### src/rtl/llc_set_table.sv
// Table of LLC sets in flight between the process and update stages.
// Allocation and lookup see registered state only; removal frees on the next edge.
`ifndef LLC_SET_BITS
`define LLC_SET_BITS 8
`endif

module llc_set_table #(
    parameter int unsigned NUM_ENTRIES = 8,
    parameter int unsigned PTR_BITS    = 3,
    parameter int unsigned SET_BITS    = `LLC_SET_BITS
) (
    input  logic                clk,
    input  logic                rst,
    input  logic                alloc_valid,
    input  logic [SET_BITS-1:0] alloc_set,
    output logic                alloc_ready,
    output logic [PTR_BITS-1:0] alloc_ptr,
    input  logic [SET_BITS-1:0] lookup_set,
    output logic                lookup_hit,
    output logic [PTR_BITS-1:0] lookup_ptr,
    input  logic                remove_set_from_table,
    input  logic [PTR_BITS-1:0] table_pointer_to_remove,
    output logic [PTR_BITS:0]   occupancy,
    output logic                full,
    output logic                empty,
    output logic                remove_err
);

    localparam logic [PTR_BITS:0] FULL_COUNT = (PTR_BITS+1)'(NUM_ENTRIES);

    logic [NUM_ENTRIES-1:0] valid_q;
    logic [SET_BITS-1:0]    set_q [NUM_ENTRIES];
    logic [PTR_BITS:0]      occ_q;
    logic                   err_q;

    logic alloc_found;
    logic alloc_fire;
    logic remove_ok;

    assign occupancy   = occ_q;
    assign full        = (occ_q == FULL_COUNT);
    assign empty       = (occ_q == '0);
    assign alloc_ready = !full;
    assign remove_err  = err_q;
    assign alloc_fire  = alloc_valid && alloc_ready;
    assign remove_ok   = remove_set_from_table && valid_q[table_pointer_to_remove];

    // Lowest free index; only meaningful while not full.
    always_comb begin
        alloc_ptr   = '0;
        alloc_found = 1'b0;
        for (int unsigned i = 0; i < NUM_ENTRIES; i++) begin
            if (!alloc_found && !valid_q[i]) begin
                alloc_ptr   = PTR_BITS'(i);
                alloc_found = 1'b1;
            end
        end
    end

    // Entries being removed this cycle still hit, which keeps dispatch conservative.
    always_comb begin
        lookup_ptr = '0;
        lookup_hit = 1'b0;
        for (int unsigned i = 0; i < NUM_ENTRIES; i++) begin
            if (!lookup_hit && valid_q[i] && (set_q[i] == lookup_set)) begin
                lookup_ptr = PTR_BITS'(i);
                lookup_hit = 1'b1;
            end
        end
    end

    always_ff @(posedge clk) begin
        if (rst) begin
            valid_q <= '0;
            occ_q   <= '0;
            err_q   <= 1'b0;
        end else begin
            err_q <= remove_set_from_table && !valid_q[table_pointer_to_remove];
            // Alloc targets an invalid entry and a valid remove a valid one, so they never collide.
            if (alloc_fire) begin
                valid_q[alloc_ptr] <= 1'b1;
            end
            if (remove_ok) begin
                valid_q[table_pointer_to_remove] <= 1'b0;
            end
            if (alloc_fire && !remove_ok) begin
                occ_q <= occ_q + 1'b1;
            end else if (!alloc_fire && remove_ok) begin
                occ_q <= occ_q - 1'b1;
            end
        end
    end

    // Set field is don't-care while invalid, so it needs no reset.
    always_ff @(posedge clk) begin
        if (!rst && alloc_fire) begin
            set_q[alloc_ptr] <= alloc_set;
        end
    end

endmodule

### config.mk
export PLATFORM = sky130hd
export DESIGN_NAME = llc_set_table
export DESIGN_NICKNAME = d
export VERILOG_FILES = /design/src/rtl/llc_set_table.sv
export SDC_FILE = /design/constraint.sdc
export NUM_CORES = 1
export LEC_CHECK = 0
export ABC_AREA = 1
export CAP_MARGIN = 0
export CORE_ASPECT_RATIO = 0.75
export CORE_MARGIN = 4
export CORE_UTILIZATION = 40
export DETAILED_ROUTE_END_ITERATION = 7
export MAX_ROUTING_LAYER = met4
export PLACE_DENSITY_LB_ADDON = 0.12
export SLEW_MARGIN = 20
export SYNTH_ARGS = -nofsm -noshare
export SYNTH_HDL_FRONTEND = slang
export SYNTH_SLANG_ARGS = --single-unit
### constraint.sdc
create_clock -name clk -period 2.76 [get_ports clk]
set_clock_uncertainty 0.05 [all_clocks]
set_input_delay 0.414 -clock clk [delete_from_list [all_inputs] [get_ports clk]]
set_output_delay 0.414 -clock clk [all_outputs]
set_load 0.1 [all_outputs]
## Yosys cells after proc, flatten, opt, wreduce, memory -nomap -nowiden

Memories as Yosys holds them, arrays and structs flattened.
Index checks and enable logic that the tools add are counted.

- Register bits after elaboration: 13
- RAM bits: 64
- Input port bits: 23
- Word-level logic and storage cells: 121
- Memories: 1

- Add/subtract/negate cells: 2
- Order comparisons: 4
- Equal/unequal tests: 9
- Muxes and demuxes: 42
- Bitwise logic cells: 3
- Reduce and logical (&&, ||, !) cells: 57

Memories:

| memory | depth | width | read ports | clocked after memory_dff | write ports | RTL line | source |
|---|---|---|---|---|---|---|---|
| set_q | 8 | 8 | 8 | 0 | 1 | 32 | `logic [SET_BITS-1:0] set_q [NUM_ENTRIES];` |

Operator list:

| cell | count |
|---|---|
| $eq 8x8->1 | 8 |
| $mux 3 | 11 |
| $logic_and 1x1->1 | 30 |
| $logic_not 1->1 | 25 |
| $mux 8 | 3 |
| $mux 1 | 22 |
| $and 8x8->8 | 1 |
| $lt 3x4->1 const B | 2 |
| $mux 4 | 2 |
| $not 8->8 | 1 |
| $or 8x8->8 | 1 |
| $demux 1 s3 | 2 |
| $ge 3x1->1 const B | 2 |
| $add 4x1->4 const B | 1 |
| $eq 4x4->1 const B | 1 |
| $logic_not 4->1 | 1 |
| $sub 4x1->4 const B | 1 |
| $bmux 1 s3 | 1 |
| $mux 2 | 1 |
| $reduce_bool 2->1 | 1 |

## Depth between registers and ports, before layout

An unclocked memory read counts as a cell.

- Depth in word-level cells: 32
- Depth in mapped cells: 17

## Worst setup path before layout

Ideal clock, no wire load.

- Path kind: flip-flop to flip-flop
- From: register occ_q[3], in the netlist occupancy[3]
- To: register occ_q[3], in the netlist occupancy[3]
- Library setup time: 124 ps
- Arrival time: 4,615 ps
- Required time: 2,586 ps
- Setup slack: -2,029 ps
- Stages on the path, launching flop included: 17
- Buffers on the path: 0
- Period minus slack after synthesis: 4,789 ps
- Path through: dfxtp_1 inv_1 nor3_2 inv_2 nand2_2 inv_2 ha_1 inv_1 ha_1 nand2_1 nand2_1 a21oi_1 nor2_1 nor2_1 nand2_1 o21ai_0 a21oi_1

- Word-level cells in the longest chain between the ends: 6

RTL lines:

| what | RTL line | source |
|---|---|---|
| start: declaration | 33 | `logic [PTR_BITS:0] occ_q;` |
| start signal: assignment | 87 | `occ_q <= occ_q + 1'b1;` |
| start signal: assignment | 89 | `occ_q <= occ_q - 1'b1;` |
| $eq 4x4->1 (*) | 41 | `assign full = (occ_q == FULL_COUNT);` |
| net full | 24 | `output logic full,` |
| $logic_not 1->1 (*) | 43 | `assign alloc_ready = !full;` |
| net alloc_ready | 16 | `output logic alloc_ready,` |
| $logic_and 1x1->1 (*) | 45 | `assign alloc_fire = alloc_valid && alloc_ready;` |
| $logic_not 1->1 | 88 | `end else if (!alloc_fire && remove_ok) begin` |
| $logic_and 1x1->1 | 88 |  |
| $reduce_bool 2->1 (no line) | n/a |  |

Mark *: on every way through the listed nets, which the timed path passes. The rest lies on a longest branch. The select of a mux whose other input is x is not followed.
A chain may end at the register's enable or synchronous reset.

## Worst setup path in the final report

- From: input port table_pointer_to_remove[2]
- To: register occ_q[3], in the netlist occupancy[3]

- Word-level cells in the longest chain between the ends: 6

RTL lines:

| what | RTL line | source |
|---|---|---|
| start: declaration | 22 | `input logic [PTR_BITS-1:0] table_pointer_to_remove,` |
| $bmux 1 s3 (*) | 46 | `assign remove_ok = remove_set_from_table && valid_q[table_pointer_to_remove];` |
| $mux 1 (implied by the code) (*) | 46 |  |
| $logic_and 1x1->1 (*) | 46 |  |
| $logic_not 1->1 | 86 | `if (alloc_fire && !remove_ok) begin` |
| $logic_and 1x1->1 | 86 |  |
| $mux 4 / $reduce_bool 2->1 (equally long branches) | n/a |  |

Every way passes the cells marked *; elsewhere a longest branch is shown, timed or not. The select of a mux whose other input is x is not followed.

==> results.cfg <==
[outcome]
outcome = finished, final reports clean

[worst_setup_path]
critPathKind = primary input to register
slowest_delay_ns = 0.50
endpoint_kind = register
r2r_slack_ns = 0.41
cp_max_fo = 5
crit_arrival_ns = 2.72
cp-start-kind = primary input
path_buf_inv = 3
cp_top_family = simple AND/OR/NAND/NOR gates
cp_cell_sequence = clkdlybuf4s50_1 -> inv_2 -> nand3_1 -> nor2_1 -> nor3_2 -> nand4_1 -> nand2_2 -> ha_4 -> inv_4 -> ha_1 -> nand2_1 -> nand2_1 -> a21oi_2 -> nor2_1 -> nor2_1 -> nand2_1 -> o21ai_1 -> a21oi_1
cp.required_ns = 2.93
crit_slowest_cell = clkdlybuf4s50_1

[routing]
drt_pass1_iterations = 4
drc = 0
drt_iter0_markers = 202
wl_per_cell_um = 15.0
vias = 3336
ant_nets = 0
drt-vias-per-instance = 4.84
wl_um = 10400

[placement]
gp_congestion = 0.895
port_buffers = 37
place_inst = 673
dp_hpwl_um = 8130

[cts]
clock-sinks = 77
cts_tree = built
cts_root_buf = clkbuf_16
clock_path_buffers = 2
cts_setup_buffers = 0
numCtsBuffers = 9
clk_pin_slew_ns = 0.05
cts_max_level = 3
clk-insertion-delay-late_ns = 0.33

[flow_run]
max_cap_violations = 0

[die]
rows = 32
initial_core_util_pct = 40.9
die_y_um = 96.8
die_area_um2 = 12200
die_w_um = 126
ios = 38
fp.coreArea_um2 = 10300

[grt]
grt_max_degree = 14
antenna_found_initial = 0
overflow = 0
grt_pass1_wl_um = 16600
track_usage_pct = 18.1
first_global_vias = 3212

[yosys]
synth_cells = 473
synthFlopType = edfxtp_1
yosysWarnings = 0
synth.most_common_cell = nand2_1
synth_edf_count = 64
ys_ff_latch = 77
async_flop_share_pct = 0
synth_cell_type_count = 44
ys_top_cells_by_area = edfxtp_1 (46%), nand2_1 (10%), dfxtp_1 (6.2%), inv_1 (5.4%), nor2_1 (4.6%)
netlist_area_um2 = 4210
synth_top_cell_area_share_pct = 45.7
avgSynthCellArea_um2 = 8.89
syn_nets = 500
synth_top_area_cell = edfxtp_1
yosysSeqAreaShare_pct = 51.9
synth_commonest_cells = nand2_1 (114), edfxtp_1 (64), inv_1 (61)

[final_layout]
antenna_cells = 0
layout-drive-gt1-share_pct = 24.6
n_fill_cell = 928
multi_input_area_um2 = 1780
nNetsFinal = 575
area_growth_pct = 30.6
ff_latch_area_um2 = 2190
fin_cells = 689

[timing]
rsz0062_at_grt = no
fin_crit_ns = 2.55
hold_viol = 0
period_share_pct = 92.5
setup_violations = 0
drv_slew = 0
slew_headroom_pct = 68.6
tightest_slew_ns = 0.466
fmax_mhz = 392

[pwr]
p_per_area_nw_per_um2 = 580
report.power.total_uw = 3190
vdd_drop_max_v = 0.000387
total_leakage_power_uw = 0.00241

[worst_hold_path]
holdCritPathClass = register to register
==> placed cells by master (no fill, tap or decap), drive strengths merged <==
cell type      netlist  layout
clkdlybuf4s50        0      13
nand2              124     124
clkinvlp             0       1
dlymetal6s2s         0       8
or2                  4       4
and3                 1       1
dfxtp               13      13
nand4                9       9
nor3                14      14
bufinv               0       2
o22ai                1       1
o211ai               2       2
dlygate4sd2          0       1
clkinv               1       2
xor2                10      10
nor4                 2       2
fa                   1       1
nand3b               1       1
ha                   3       3
edfxtp              64      64
a22oi                1       1
xnor2                8       8
nand3               23      23
o22a                 1       1
a41oi                1       1
nor2                67      67
o21bai               3       3
o21ai               29      29
and2                 1       1
buf                  8      51
inv                 72      71
a21oi                8       8
clkbuf               1      13
==> metal layers <==
layer / global-route usage (%) / share of wire, %
met2: 25.7 / 44
met4: 4.70 / 1.1
met3: 4.42 / 5.4
met1: 26.0 / 50
met5: - / 0
==> cell families after synthesis <==
family                     share of synthesized area, %
DFF                                                51.9
AOI/OAI and AO/OA                                  6.43
xor gates and xnor gates                           3.75
buffers and inverters                              8.42
adders and majority gates                          1.37
and+or+nand+nor                                    28.2
==> path summary, 6_finish.rpt <==
kind / start / endpoint / depth (start not counted)
min: valid_q[7] / valid_q[7] / 2
min reg2reg: valid_q[7] / valid_q[7] / 2
max: table_pointer_to_remove[2] / occupancy[3] / 18
max reg2reg: valid_q[3] / occupancy[3] / 16
==> power by group <==
part	leakage [uW]	internal, uW	switching (uW)
Sequential	0.000686	1300	29.5
Combinational	0.00157	210	437
Clock	0.000151	778	436
Total	0.00241	2280	902
==> stage by stage <==
stage               setup slack [ns]  hold WS, ns  instance area [um^2]  setup TNS, ns  util, %
finish                         0.208        0.482                  5490              0     53.4
global route                  0.0140        0.507                  5490              0     53.4
CTS                           0.0100        0.485                  5410              0     52.6
detailed placement            -0.189        0.468                  5100         -0.458     49.6
global placement             -0.0799        0.468                  5100         -0.173     49.6
floorplan                     -0.444        0.424                  4300          -1.32        -
==> cell type report <==
cell class,instances,area share [%]
Tap cell,136,3.10
Multi-Input combinational cell,314,32.4
Timing Repair Buffer,73,13.3
Sequential cell,77,39.9
Inverter,73,5.60
Clock inverter,3,0.774
Clock buffer,13,4.94
==> worst reg2reg max path, delay by kind of cell, from the launching register on <==
| family | cells | cell delay, ns |
|---|---|---|
| and+or+nand+nor | 9 | 0.92 |
| adders and majority gates | 2 | 0.42 |
| AOI/OAI and AO/OA | 3 | 0.31 |
| DFF | 1 | 0.30 |
| buffers and inverters | 2 | 0.24 |
==> flip-flops by register name (all words and copies together), names as in the netlist <==
signal      cells
occupancy       4
set_q          64
remove_err      1
valid_q         8
==> what timing repair did <==
item | CTS | global route
gates resized for setup | 2 | 26
hold buffers | 0 | 0
hold endpoints to repair | 0 | 0
pin swaps | 0 | 5
setup endpoints to repair | 1 | 6
(Power assumes the default switching activity.)
